`config.mk`:
```
export PLATFORM = sky130hd
export DESIGN_NAME = pipe_addsub
export DESIGN_NICKNAME = d
export VERILOG_FILES = /design/src/rtl/pipe_arith_pkg.sv /design/src/rtl/addsub_seg.sv /design/src/rtl/pipe_addsub.sv
export SDC_FILE = /design/constraint.sdc
export NUM_CORES = 1
export LEC_CHECK = 0
export ABC_CLOCK_PERIOD_IN_PS = 4350
export CAP_MARGIN = 40
export CORE_MARGIN = 1.5
export CORE_UTILIZATION = 30
export DETAILED_ROUTE_END_ITERATION = 8
export SKIP_LAST_GASP = 1
export SYNTH_ARGS = -nofsm -noshare
export SYNTH_HDL_FRONTEND = slang
export SYNTH_HIERARCHICAL = 1
export SYNTH_SLANG_ARGS = --single-unit
```
`constraint.sdc`:
```
create_clock -name clk -period 4.35 [get_ports clk]
set_clock_uncertainty 0.1 [all_clocks]
set_input_delay 0.6525 -clock clk [delete_from_list [all_inputs] [get_ports clk]]
set_output_delay 0.6525 -clock clk [all_outputs]
set_load 0.02 [all_outputs]
```
`src/rtl/pipe_arith_pkg.sv`:
```
// Shared definitions for the pipelined arithmetic blocks.
//   MODE_ADD / MODE_SUB : encodings of the add/subtract select input
//   signed_ovf()        : two's-complement overflow from the MSB carries
package pipe_arith_pkg;

    localparam logic MODE_ADD = 1'b0;
    localparam logic MODE_SUB = 1'b1;

    // Signed overflow happens when the carry into the MSB differs from the carry out of it.
    function automatic logic signed_ovf(input logic c_msb_in, input logic c_msb_out);
        return c_msb_in ^ c_msb_out;
    endfunction

endpackage

```
`src/rtl/addsub_seg.sv`:
```
// Combinational W-bit ripple segment used by one pipeline stage of pipe_addsub.
//   a_seg, b_seg : operand segments (b already inverted for subtraction)
//   ci           : carry into the segment LSB
//   s_seg        : segment sum
//   co           : carry out of the segment MSB
//   c_msb_in     : carry into the segment MSB (for overflow detection)
module addsub_seg #(
    parameter int unsigned W = 8
) (
    input  logic [W-1:0] a_seg,
    input  logic [W-1:0] b_seg,
    input  logic         ci,
    output logic [W-1:0] s_seg,
    output logic         co,
    output logic         c_msb_in
);

    localparam int unsigned WE = W + 1;

    logic [W:0] total;

    // One extra bit captures the carry out of the segment.
    always_comb begin
        total = {1'b0, a_seg} + {1'b0, b_seg} + WE'(ci);
    end

    assign s_seg    = total[W-1:0];
    assign co       = total[W];
    // Sum bit = a ^ b ^ carry-in, so the carry into the MSB is recovered by XOR.
    assign c_msb_in = a_seg[W-1] ^ b_seg[W-1] ^ total[W-1];

endmodule

```
`src/rtl/pipe_addsub.sv`:
```
// Pipelined N-bit adder/subtractor with valid/ready handshake.
// The operands are cut into STAGES segments of SEG bits; stage k resolves
// segment k and registers its carry for stage k+1. Operand segments not yet
// consumed ride along in skew registers, finished sum segments ride along in
// deskew registers, so all N result bits leave the last stage together.
//   clk, rst            : clock, synchronous active-high reset
//   in_valid/in_ready   : operation handshake (a, b, cin, sub)
//   out_valid/out_ready : result handshake (sum, cout, ovf)
//   sub                 : 0 -> a+b+cin, 1 -> a-b (cin ignored)
//   cout                : carry out of MSB (0 = borrow when subtracting)
//   ovf                 : signed overflow
// Latency is STAGES cycles; the whole pipeline freezes while the output is
// valid and not taken.
module pipe_addsub
    import pipe_arith_pkg::*;
#(
    parameter int unsigned N      = 16,
    parameter int unsigned STAGES = 2
) (
    input  logic         clk,
    input  logic         rst,
    input  logic         in_valid,
    output logic         in_ready,
    input  logic [N-1:0] a,
    input  logic [N-1:0] b,
    input  logic         cin,
    input  logic         sub,
    output logic         out_valid,
    input  logic         out_ready,
    output logic [N-1:0] sum,
    output logic         cout,
    output logic         ovf
);

    localparam int unsigned SEG = N / STAGES;

    if (N < 2 || N > 64 || STAGES < 1 || (N % STAGES) != 0) begin : g_bad_cfg
        $error("pipe_addsub: N must be 2..64 and a multiple of STAGES");
    end

    // Every register moves together; a held output freezes the whole pipe.
    logic advance;

    assign advance  = !out_valid || out_ready;
    assign in_ready = advance;

    for (genvar k = 0; k < STAGES; k++) begin : g_stage
        localparam int unsigned KU = k;
        // Operand bits still unresolved on entry to this stage, and after it.
        localparam int unsigned IW = N - KU * SEG;
        localparam int unsigned UP = IW - SEG;

        logic [IW-1:0]          a_i;
        logic [IW-1:0]          b_i;
        logic                   ci;
        logic                   v_i;
        logic [SEG-1:0]         s_seg;
        logic                   co;
        logic [(k+1)*SEG-1:0]   s_d;
        logic [2*UP:0]          ab_d;

        // Stage output registers.
        // ab_q packs {b upper, a upper, carry}; on the last stage it is just the carry.
        logic                   v_q;
        logic [(k+1)*SEG-1:0]   s_q;
        logic [2*UP:0]          ab_q;

        if (k == 0) begin : g_head
            assign a_i = a;
            assign b_i = (sub == MODE_SUB) ? ~b : b;
            assign ci  = (sub == MODE_ADD) ? cin : 1'b1;
            assign v_i = in_valid;
            assign s_d = s_seg;
        end else begin : g_body
            assign a_i = g_stage[k-1].ab_q[IW:1];
            assign b_i = g_stage[k-1].ab_q[2*IW:IW+1];
            assign ci  = g_stage[k-1].ab_q[0];
            assign v_i = g_stage[k-1].v_q;
            assign s_d = {s_seg, g_stage[k-1].s_q};
        end

        if (k < STAGES - 1) begin : g_mid
            logic c_msb_unused;

            addsub_seg #(
                .W        (SEG)
            ) u_seg (
                .a_seg    (a_i[SEG-1:0]),
                .b_seg    (b_i[SEG-1:0]),
                .ci       (ci),
                .s_seg    (s_seg),
                .co       (co),
                .c_msb_in (c_msb_unused)
            );

            assign ab_d = {b_i[IW-1:SEG], a_i[IW-1:SEG], co};
        end else begin : g_last
            logic c_msb;

            addsub_seg #(
                .W        (SEG)
            ) u_seg (
                .a_seg    (a_i),
                .b_seg    (b_i),
                .ci       (ci),
                .s_seg    (s_seg),
                .co       (co),
                .c_msb_in (c_msb)
            );

            assign ab_d = co;

            // Overflow flag registered alongside the final stage.
            always_ff @(posedge clk) begin
                if (rst) begin
                    ovf <= 1'b0;
                end else if (advance) begin
                    ovf <= signed_ovf(c_msb, co);
                end
            end

            assign out_valid = v_q;
            assign sum       = s_q;
            assign cout      = ab_q[0];
        end

        // Stage register: valid bit, deskewed sum, skewed operands and carry.
        always_ff @(posedge clk) begin
            if (rst) begin
                v_q  <= 1'b0;
                s_q  <= '0;
                ab_q <= '0;
            end else if (advance) begin
                v_q  <= v_i;
                s_q  <= s_d;
                ab_q <= ab_d;
            end
        end
    end

endmodule

```
Yosys cells after proc, flatten, opt, wreduce, memory -nomap -nowiden

Index checks and enable logic that the tools add are counted.

$add $sub $neg: 4
Mux-type cells: 2
Bitwise logic cells: 4
Reduce and logical (&&, ||, !) cells: 2

Operator list:

| kind               | count |
|---|---|
| $add A8 B8 Y9      | 2 |
| $add A9 B1 Y9      | 2 |
| $mux W16           | 1 |
| $not A16 Y16       | 1 |
| $xor A1 B1 Y1      | 3 |
| $logic_not A1 Y1   | 1 |
| $logic_or A1 B1 Y1 | 1 |
| $mux W1            | 1 |

Register bits: 45
Input bits: 38
Word-level logic and storage cells: 19

Logic depth before layout (Yosys ltp)

Gate-level depths: netlist (run 1).

Depth after elaboration: 4
Depth in mapped cells: 10

By module

The synthesis (run 1) kept the hierarchy.

Modules (own cells, without submodules):

| module      | instances | cells an instance | area each (um2) |
|---|---|---|---|
| pipe_addsub | 1         | 206               | 1814.2 |
| addsub_seg  | 2         | 43                | 364.1 |

Worst setup path after synthesis (run 1)

Ideal clock, no wire load.

Path type: input-to-reg
Start point: input sub
End point: register g_stage[0].s_q[6]
Library setup time: 0.070 ns
Data arrival time: 2.643 ns
Path slack: 1.536 ns
Stages: 10
Cell sequence: buf_6 buf_8 or2_2 fa_1 fa_1 a21oi_1 o21a_1 xnor2_1 nand2_1 a21oi_1

Elaborated cells on any way between the ends: 4
Classes of those cells: add/sub (2); mux (2)

RTL lines:

| what                  | RTL line           | text |
|---|---|---|
| start, declared       | pipe_addsub.sv:27  | `input logic sub,` |
| $mux W1               | pipe_addsub.sv:71  | `assign ci = (sub == MODE_ADD) ? cin : 1'b1;` |
| via g_stage[0].ci     | pipe_addsub.sv:55  | `logic ci;` |
| $add A9 B1 Y9         | addsub_seg.sv:24   | `total = {1'b0, a_seg} + {1'b0, b_seg} + WE'(ci);` |
| via g_stage[0].s_d[6] | pipe_addsub.sv:59  | `logic [(k+1)*SEG-1:0] s_d;` |
| end signal, assigned  | pipe_addsub.sv:131 | `s_q <= '0;` |
| end signal, assigned  | pipe_addsub.sv:135 | `s_q <= s_d;` |
| end, declared         | pipe_addsub.sv:65  | `logic [(k+1)*SEG-1:0] s_q;` |

The timed path passes the listed nets, and every way through them passes these cells.
A chain may end at the register's enable or synchronous reset.

Worst setup path in the final report (run 1)

Same ends and word-level chain as after synthesis.

==> results of run 1 <==
-- layout by cell type, fill, tap and decap left out, types with 3 or more instances in the layout --
cell type / count
nor2_1: 11
clkdlybuf4s50_1: 56
clkbuf_8: 5
xnor2_1: 13
a211oi_2: 9
a21oi_2: 6
dfxtp_1: 45
a311o_1: 6
ha_1: 14
fa_1: 4
a21oi_1: 41
a21o_1: 3
nand2_1: 76
xor2_1: 12
inv_1: 6
-- metrics by stage --
step / cell area (um2) / worst slack [ns] / hold WS (ns) / std cells / utilization [%]
final: 3230 / 1.22 / 0.353 / 447 / 39.6
after global routing: 3230 / 1.01 / 0.375 / 447 / 39.6
after CTS: 3230 / 1.21 / 0.357 / 447 / 39.6
after detailed placement: 3120 / 0.910 / 0.344 / 439 / 38.2
after global placement: 3100 / 0.925 / 0.340 / 438 / 37.9
after floorplan: 2530 / 1.54 / 0.332 / 290 / -
-- how the worst max path moves through the flow --
stage                                      to  depth (start not counted)
3_3_place_gp   g_stage[0].s_q[6]$_SDFFE_PP0P_                          9
5_1_grt        g_stage[0].s_q[6]$_SDFFE_PP0P_                          9
4_1_cts        g_stage[0].s_q[6]$_SDFFE_PP0P_                          9
6_report       g_stage[0].s_q[6]$_SDFFE_PP0P_                          9
3_5_place_dp   g_stage[0].s_q[6]$_SDFFE_PP0P_                          9
2_1_floorplan  g_stage[0].s_q[6]$_SDFFE_PP0P_                         10
-- layout make-up --
cell class	instances	area, um2
tap	105	131
clock inverter	3	46.3
timing repair buffer	60	601
fill	844	4940
multi-input combinational	220	1450
inverter	9	41.3
sequential	45	901
clock buffer	5	68.8
-- routing by layer --
metal | up-vias | global-route usage, % | wire [um]
met5 | - | 0 | 0
met2 | 35 | 21.6 | 2460
met3 | 2 | 2.58 | 201
li1 | 1079 | - | -
met1 | 945 | 15.3 | 2450
met4 | 0 | 3.73 | 30
-- flip-flops by register name, indices dropped and copies added (netlist names) --
name and flops:
cout 1, g_stage.ab_q 17, out_valid 1, sum 16, g_stage.v_q 1, ovf 1, g_stage.s_q 8
-- power by group through the flow --
stage / sequential (W) / combinational, W / clock [W]
floorplan: 0.000514 / 0.000204 / 0
global placement: 0.000495 / 0.000332 / 0
detailed placement: 0.000495 / 0.000337 / 0
CTS: 0.000485 / 0.000340 / 0.000329
global route: 0.000490 / 0.000372 / 0.000346
finish: 0.000484 / 0.000335 / 0.000318
-- critical path: stages --
cell and delay (ns):
clkdlybuf4s50_1 0.65, or2_2 0.41, fa_1 0.42, fa_1 0.43
a21oi_1 0.22, o21a_1 0.17, xnor2_1 0.12, nand2_1 0.06
a21oi_1 0.13
==> metrics.txt, run 1 <==
final max-slew violation count=0; Critical Path RT=4.49 ns; antenna-violating nets left=0; DRC violations left=0; crit end category=register; Syn Area/Cell=8.72 um2; CTS Buf Count=5; HPWL Detailed=3.81 mm; area grow syn2layout=27.9%; P_leak=1.29 nW; Core Box Area=8180 um2; Die Width=94.8 um; Initial Utilization=30.9%; fin crit period=3.13 ns; critical path data arrival time=3.27 ns; Fmax=320 MHz; Slew Limit Headroom=68.0%; PD cells=352 nW/um2; Clock transition at path regs=0.09 ns; via count=2061; total chip power=0.00114 W; CTS Hold Bufs=0; postcts setup bufs=0; Hold Path Depth=2; first-pass GRT wire length=8.86 mm; Net Sw Power=0.000340 W; 1st-iter DRT viols=100; Sw Ratio=29.9%; RSZ-0062 raised after global routing=no; antenna diode instance count=0; worst r2r src=g_stage[0].ab_q[1]$_SDFFE_PP0P_; Int Power=0.000797 W; Warnings, synthesis=6; Critical R2R Capture=ovf$_SDFFE_PP0P_; per-cell routed wire length=11.5 um; router iterations before antenna repair=4; Worst Setup SP=sub; Num Clock Sinks=45; Slew @ Worst Pin=0.479 ns; post-cts sizing count=0; area of the mapped netlist=2530 um2; WHS Endpoint=g_stage[0].v_q$_SDFFE_PP0P_; Die H=94.8 um; hold path startpoint=g_stage[0].v_q$_SDFFE_PP0P_; gr ovfl total=0; Logic pwr share=29.5%; DR vias/cell=4.61; Setup CP Type=in -> reg; Worst VDD drop=0.000158 V; Startpoint Class=primary input; initial antenna violation count=0; total track usage=12.4%; fin crit share=71.9%; Cells after Synth=290; number of global-route vias before repair=1996; pin count of the biggest net entering global routing=55; Clk network pwr share=28.0%; H-tree depth=2; Worst Reg-to-Reg Cells=7; CTS tree=yes; nets@finish=397; Top Ports=58; die area=8990 um2; worst reg2reg setup slack=2.07 ns; share of layout cells above drive strength 1=10.5%; WL final=5.14 mm; MaxCap Viol Count=0; Final setup viols=0; Placement Rows=33; Synthesized Nets=346; TNS Setup=0 ns; worst hold path type=reg -> reg; Port Buffers=57; Worst-Skew Late Latency=0.29 ns; final weighted congestion in routability-driven placement=0.750; sequential power share=42.5%; outcome=finished, final reports clean; clock root buffer=clkbuf_8; critical path peak fanout=10; Max clock buf depth=2; Final Hold Viols=0
Note: power is estimated with default switching activity, not from simulation.
==> run 2: changes to the inputs <==
--- a/config.mk
+++ b/config.mk
@@ -5,7 +5,7 @@
 export SDC_FILE = /design/constraint.sdc
 export NUM_CORES = 1
 export LEC_CHECK = 0
-export ABC_CLOCK_PERIOD_IN_PS = 4350
+export ABC_CLOCK_PERIOD_IN_PS = 3200
 export CAP_MARGIN = 40
 export CORE_MARGIN = 1.5
 export CORE_UTILIZATION = 30
==> constraint.sdc (replaced) <==
create_clock -name clk -period 3.2 [get_ports clk]
set_clock_uncertainty 0.1 [all_clocks]
set_input_delay 0.48 -clock clk [delete_from_list [all_inputs] [get_ports clk]]
set_output_delay 0.48 -clock clk [all_outputs]
set_load 0.02 [all_outputs]
==> run 2 against run 1 <==
Effect of this change:
- non-clock buffer count up 1
- critical path depth unchanged
- total power rose by 37%
- sequential power rose by 36%
- via count rose by 2.1%
- die area is the same
- worst setup slack got worse by 0.71 ns
- first-iteration DRC count decreased by 54%
- highest routed layer unchanged
==> metrics.txt, run 2 (same netlist as run 1, synthesis figures left out) <==
outcome=finished, final reports clean (unchanged); Biggest register=g_stage.ab_q (unchanged); HPWL Detailed=3.89 mm (was 3.81 mm); hold path startpoint=rst (was g_stage[0].v_q$_SDFFE_PP0P_); Critical R2R Capture=ovf$_SDFFE_PP0P_ (unchanged); final weighted congestion in routability-driven placement=0.784 (was 0.750); Top Ports=58 (unchanged); Placement Rows=33 (unchanged); critical-path cell list=clkdlybuf4s50_1 -> or2_2 -> fa_1 -> fa_1 -> a21oi_1 -> o21a_1 -> xnor2_1 -> nand2_1 -> a21oi_1 (unchanged); Num Clock Sinks=45 (unchanged); crit end category=register (unchanged); Final Hold Viols=0 (unchanged); Final Non-Filler Cells=448 (was 447); TNS Setup=0 ns (unchanged); Crit path largest cell delay=0.46 ns (was 0.65 ns); H-tree depth=2 (unchanged); Core Box Area=8180 um2 (unchanged); fillers=838 (was 844); Max clock buf depth=2 (unchanged); antenna diode instance count=0 (unchanged); Port Buffers=57 (unchanged); RSZ-0062 raised after global routing=no (unchanged); post-cts sizing count=0 (unchanged); MaxCap Viol Count=0 (unchanged); antenna-violating nets left=0 (unchanged); fin crit period=2.69 ns; share of layout cells above drive strength 1=10.8% (was 10.5%); most common cell after layout, fill and taps aside=nand2_1 (unchanged); number of global-route vias before repair=1985 (was 1996); gr ovfl total=0 (unchanged); Inst Count DP=440 (was 439); critical path data arrival time=2.83 ns (was 3.27 ns); Clock transition at path regs=0.09 ns (about the same); worst reg2reg setup slack=0.92 ns (was 2.07 ns); Die Width=94.8 um (unchanged); worst hold slack=0.312 ns (was 0.353 ns); Slew Limit Headroom=74.0% (was 68.0%); Die H=94.8 um (unchanged); WL final=5.27 mm (was 5.14 mm); Worst Reg-to-Reg Cells=7 (unchanged); P_leak=1.30 nW (was 1.29 nW); most frequent cells in the layout=nand2_1, clkdlybuf4s50_1, dfxtp_1 (unchanged); DR vias/cell=4.70 (was 4.61); CP max-delay cell=clkdlybuf4s50_1 (unchanged); PD cells=481 nW/um2 (was 352 nW/um2); Startpoint Class=primary input (unchanged); 1st-iter DRT viols=46 (was 100); router iterations before antenna repair=4 (unchanged); critical path peak fanout=4 (was 10); Critical Path RT=3.34 ns (was 4.49 ns); Setup CP Type=in -> reg (unchanged); fin crit share=84.2%; Worst-Skew Late Latency=0.30 ns (was 0.29 ns); worst r2r src=g_stage[0].ab_q[1]$_SDFFE_PP0P_ (unchanged); first-pass GRT wire length=8.80 mm (was 8.86 mm); CTS Hold Bufs=0 (unchanged); Worst VDD drop=0.000257 V (was 0.000158 V); DRC violations left=0 (unchanged); CTS tree=yes (unchanged); nets@finish=398 (was 397); per-cell routed wire length=11.8 um (was 11.5 um); via count=2105 (was 2061); Final setup viols=0 (unchanged); Core Util, Final=39.7% (was 39.6%); clock root buffer=clkbuf_8 (unchanged); area grow syn2layout=28.4% (was 27.9%); die area=8990 um2 (unchanged); Fmax=371 MHz; final max-slew violation count=0 (unchanged); pin count of the biggest net entering global routing=55 (unchanged); max FFs per register=17 (unchanged); Slew @ Worst Pin=0.390 ns (was 0.479 ns); worst hold path type=in -> reg (was reg -> reg); Hold Path Depth=2 (unchanged); Initial Utilization=30.9% (unchanged); CTS Buf Count=5 (unchanged); WHS Endpoint=sum[1]$_SDFFE_PP0P_ (was g_stage[0].v_q$_SDFFE_PP0P_); postcts setup bufs=0 (unchanged); total track usage=12.4% (about the same); initial antenna violation count=0 (unchanged)
## run 2: cell types whose count changed in the layout (fill, tap and decap cells not counted), sizes merged
cell	change
buf	+1
clkbuf	+1
clkinv	-1
## run 2: metrics by stage
stage	setup slack (ns)	total power [W]	cell area, um2
floorplan	0.559	0.000976	2530
global placement	0.182	0.00112	3110
detailed placement	0.179	0.00113	3130
CTS	0.503	0.00158	3250
global route	0.400	0.00166	3250
finish	0.507	0.00156	3250
## run 2: per-layer routing
metal  GRT usage [%]  wire, um
met5               0         0
met4            4.10        68
met3            2.66       243
met2            22.0      2560
met1            14.7      2400
## run 2: cell type report
| type | instances | area (um2) | share of cell area (%) |
|---|---|---|---|
| Timing Repair Buffer | 61 | 608 | 18.7 |
| Multi-Input combinational cell | 220 | 1450 | 44.5 |
| Sequential cell | 45 | 901 | 27.7 |
| Inverter | 9 | 41.3 | 1.27 |
| Tap cell | 105 | 131 | 4.05 |
| Clock buffer | 6 | 82.6 | 2.54 |
| Clock inverter | 2 | 37.5 | 1.16 |
## run 2: worst max-delay path by stage
stage	start	end	slack, ns
2_1_floorplan	sub	g_stage[0].s_q[6]$_SDFFE_PP0P_	0.56
3_3_place_gp	sub	g_stage[0].s_q[6]$_SDFFE_PP0P_	0.18
5_1_grt	sub	g_stage[0].s_q[4]$_SDFFE_PP0P_	0.40
4_1_cts	sub	g_stage[0].s_q[6]$_SDFFE_PP0P_	0.50
6_report	sub	g_stage[0].s_q[6]$_SDFFE_PP0P_	0.51
3_5_place_dp	sub	g_stage[0].s_q[6]$_SDFFE_PP0P_	0.18
## run 2: power by group
part | switching [W] | internal [W] | total [W] | leakage, nW
combinational | 0.000231 | 0.000228 | 0.000458 | 0.867
clock | 0.000190 | 0.000254 | 0.000444 | 0.0574
sequential | 0.0000349 | 0.000624 | 0.000658 | 0.373
total | 0.000456 | 0.00111 | 0.00156 | 1.30
## run 2: critical path, delay by kind of cell
family / cells / cell delay, ns
buf+inv: 1 / 0.46
compound gates: 3 / 0.52
simple gates: 2 / 0.39
fa+ha+maj: 2 / 0.86
xor+xnor: 1 / 0.12
==> run 3: changes to the inputs <==
--- a/config.mk
+++ b/config.mk
@@ -5,7 +5,7 @@
 export SDC_FILE = /design/constraint.sdc
 export NUM_CORES = 1
 export LEC_CHECK = 0
-export ABC_CLOCK_PERIOD_IN_PS = 3200
+export ABC_CLOCK_PERIOD_IN_PS = 2500
 export CAP_MARGIN = 40
 export CORE_MARGIN = 1.5
 export CORE_UTILIZATION = 30
==> constraint.sdc (replaced) <==
create_clock -name clk -period 2.5 [get_ports clk]
set_clock_uncertainty 0.1 [all_clocks]
set_input_delay 0.375 -clock clk [delete_from_list [all_inputs] [get_ports clk]]
set_output_delay 0.375 -clock clk [all_outputs]
set_load 0.02 [all_outputs]
==> run 3 against run 2 <==
Effect of this change:
- critical path depth did not move
- non-clock buffer count is 17 higher
- core utilization is 1.7 points higher
- combinational power grew 37%
- sequential share of layout area is 1.1 points lower
- largest cell class unchanged
- register-to-register slack worse by 0.74 ns
- global-route usage up 0.72 points
- worst setup slack got worse by 0.34 ns
- clock-buffer cell count fell by 1
- sequential power increased by 28%
- critical path type unchanged
==> metrics.txt, run 3 (same netlist as run 1, synthesis figures left out) <==
nets@finish=415 (was 398); CTS Buf Count=5 (unchanged); clock root buffer=clkbuf_8 (unchanged); Port Buffers=57 (unchanged); Inst Count DP=457 (was 440); CTS tree=yes (unchanged); antenna diode instance count=0 (unchanged); Top Ports=58 (unchanged); worst reg2reg setup slack=0.18 ns (was 0.92 ns); WL final=5.51 mm (was 5.27 mm); HPWL Detailed=4.14 mm (was 3.89 mm); DR vias/cell=4.62 (was 4.70); Hold Path Depth=2 (unchanged); final max-slew violation count=0 (unchanged); Slew Limit Headroom=62.9% (was 74.0%); worst r2r src=g_stage[0].ab_q[1]$_SDFFE_PP0P_ (unchanged); Biggest register=g_stage.ab_q (unchanged); Die H=94.8 um (unchanged); via count=2150 (was 2105); most common cell after layout, fill and taps aside=nand2_1 (unchanged); Placement Rows=33 (unchanged); CP bufs+invs=1 (unchanged); Num Clock Sinks=45 (unchanged); fillers=837 (was 838); MaxCap Viol Count=0 (unchanged); fin crit period=2.33 ns; antenna-violating nets left=0 (unchanged); CP delay by family, top=adder cells (unchanged); initial antenna violation count=0 (unchanged); DRC violations left=0 (unchanged); critical path data arrival time=2.47 ns (was 2.83 ns); Final Hold Viols=0 (unchanged); Final setup viols=0 (unchanged); critical path peak fanout=2 (was 4); per-cell routed wire length=11.8 um (about the same); router iterations before antenna repair=4 (unchanged); Startpoint Class=primary input (unchanged); Final Non-Filler Cells=465 (was 448); critical-path cell list=clkdlybuf4s50_1 -> or2_2 -> fa_1 -> fa_2 -> a21oi_2 -> o21a_1 -> xnor2_1 -> nand2_1 -> a21oi_1 (was clkdlybuf4s50_1 -> or2_2 -> fa_1 -> fa_1 -> a21oi_1 -> o21a_1 -> xnor2_1 -> nand2_1 -> a21oi_1); area grow syn2layout=33.8% (was 28.4%); Slew @ Worst Pin=0.556 ns (was 0.390 ns); die area=8990 um2 (unchanged); H-tree depth=2 (unchanged); RSZ-0062 raised after global routing=no (unchanged); Critical R2R Capture=ovf$_SDFFE_PP0P_ (unchanged); Worst VDD drop=0.000236 V (was 0.000257 V); Worst Reg-to-Reg Cells=7 (unchanged); Critical Path RT=2.64 ns (was 3.34 ns); WHS Endpoint=sum[2]$_SDFFE_PP0P_ (was sum[1]$_SDFFE_PP0P_); P_leak=1.39 nW (was 1.30 nW); outcome=finished, final reports clean (unchanged); Die Width=94.8 um (unchanged); Core Box Area=8180 um2 (unchanged); 1st-iter DRT viols=48 (was 46); final weighted congestion in routability-driven placement=0.827 (was 0.784); fin crit share=93.3%; Max clock buf depth=2 (unchanged); Setup CP Type=in -> reg (unchanged); first-pass GRT wire length=9.36 mm (was 8.80 mm); pin count of the biggest net entering global routing=54 (was 55); max FFs per register=17 (unchanged); Crit path largest cell delay=0.41 ns (was 0.46 ns); most frequent cells in the layout=nand2_1, clkdlybuf4s50_1, dfxtp_1 (unchanged); crit end category=register (unchanged); Initial Utilization=30.9% (unchanged); PD cells=626 nW/um2 (was 481 nW/um2); share of layout cells above drive strength 1=15.6% (was 10.8%); Worst-Skew Late Latency=0.30 ns (about the same); worst hold path type=in -> reg (unchanged); CP max-delay cell=fa_1 (was clkdlybuf4s50_1); gr ovfl total=0 (unchanged); Fmax=429 MHz; worst hold slack=0.292 ns (was 0.312 ns); total track usage=13.1% (was 12.4%); Clock transition at path regs=0.09 ns (about the same); number of global-route vias before repair=2123 (was 1985); hold path startpoint=rst (unchanged)
run 3: worst max path at each step:
stage	start	end	slack, ns	cells after the start
after floorplan	sub	g_stage[0].s_q[6]$_SDFFE_PP0P_	0.03	10
after global placement	sub	g_stage[0].s_q[6]$_SDFFE_PP0P_	-0.26	9
after detailed placement	sub	g_stage[0].s_q[6]$_SDFFE_PP0P_	-0.30	9
after CTS	sub	g_stage[0].s_q[6]$_SDFFE_PP0P_	0.01	9
after global routing	g_stage[0].ab_q[1]$_SDFFE_PP0P_	ovf$_SDFFE_PP0P_	0.03	7
final	cin	g_stage[0].s_q[6]$_SDFFE_PP0P_	0.17	9
run 3: layout make-up:
class                   count  area [um2]  share of cell area (%)
clock buffers               5        68.8                    2.03
multi-input cells         220        1450                    42.9
flip-flops and latches     45         901                    26.6
well taps                 105         131                    3.88
clock inverters             3        65.1                    1.92
inverters                   9        41.3                    1.22
repair buffers             78         726                    21.4
run 3: stage by stage:
stage / util, % / cell area (um2) / worst slack [ns] / power (W) / setup TNS [ns]
6_report: 41.4 / 3380 / 0.168 / 0.00212 / 0
5_1_grt: 41.4 / 3380 / 0.0270 / 0.00225 / 0
4_1_cts: 41.4 / 3380 / 0.0138 / 0.00215 / 0
3_5_place_dp: 39.7 / 3250 / -0.295 / 0.00150 / -1.31
3_3_place_gp: 39.7 / 3250 / -0.260 / 0.00148 / -1.08
2_1_floorplan: - / 2530 / 0.0347 / 0.00125 / 0
run 3: where the power goes:
group,switching (W),internal (W)
logic,0.000305,0.000324
registers,0.0000453,0.000798
clock network,0.000249,0.000397
total,0.000599,0.00152
run 3: repair_timing:
| item | 4_1_cts | 5_1_grt |
|---|---|---|
| buffers inserted | 0 | 0 |
| hold buffers | 0 | 0 |
| resized for setup | 0 | 1 |
| setup endpoints to repair | 0 | 5 |
run 3: per-layer routing:
metal	vias up	routed length [um]	global-route usage, %
met2	45	2640	24.0
li1	1115	-	-
met3	6	245	2.42
met4	0	71	4.10
met1	984	2550	15.2
met5	-	0	0
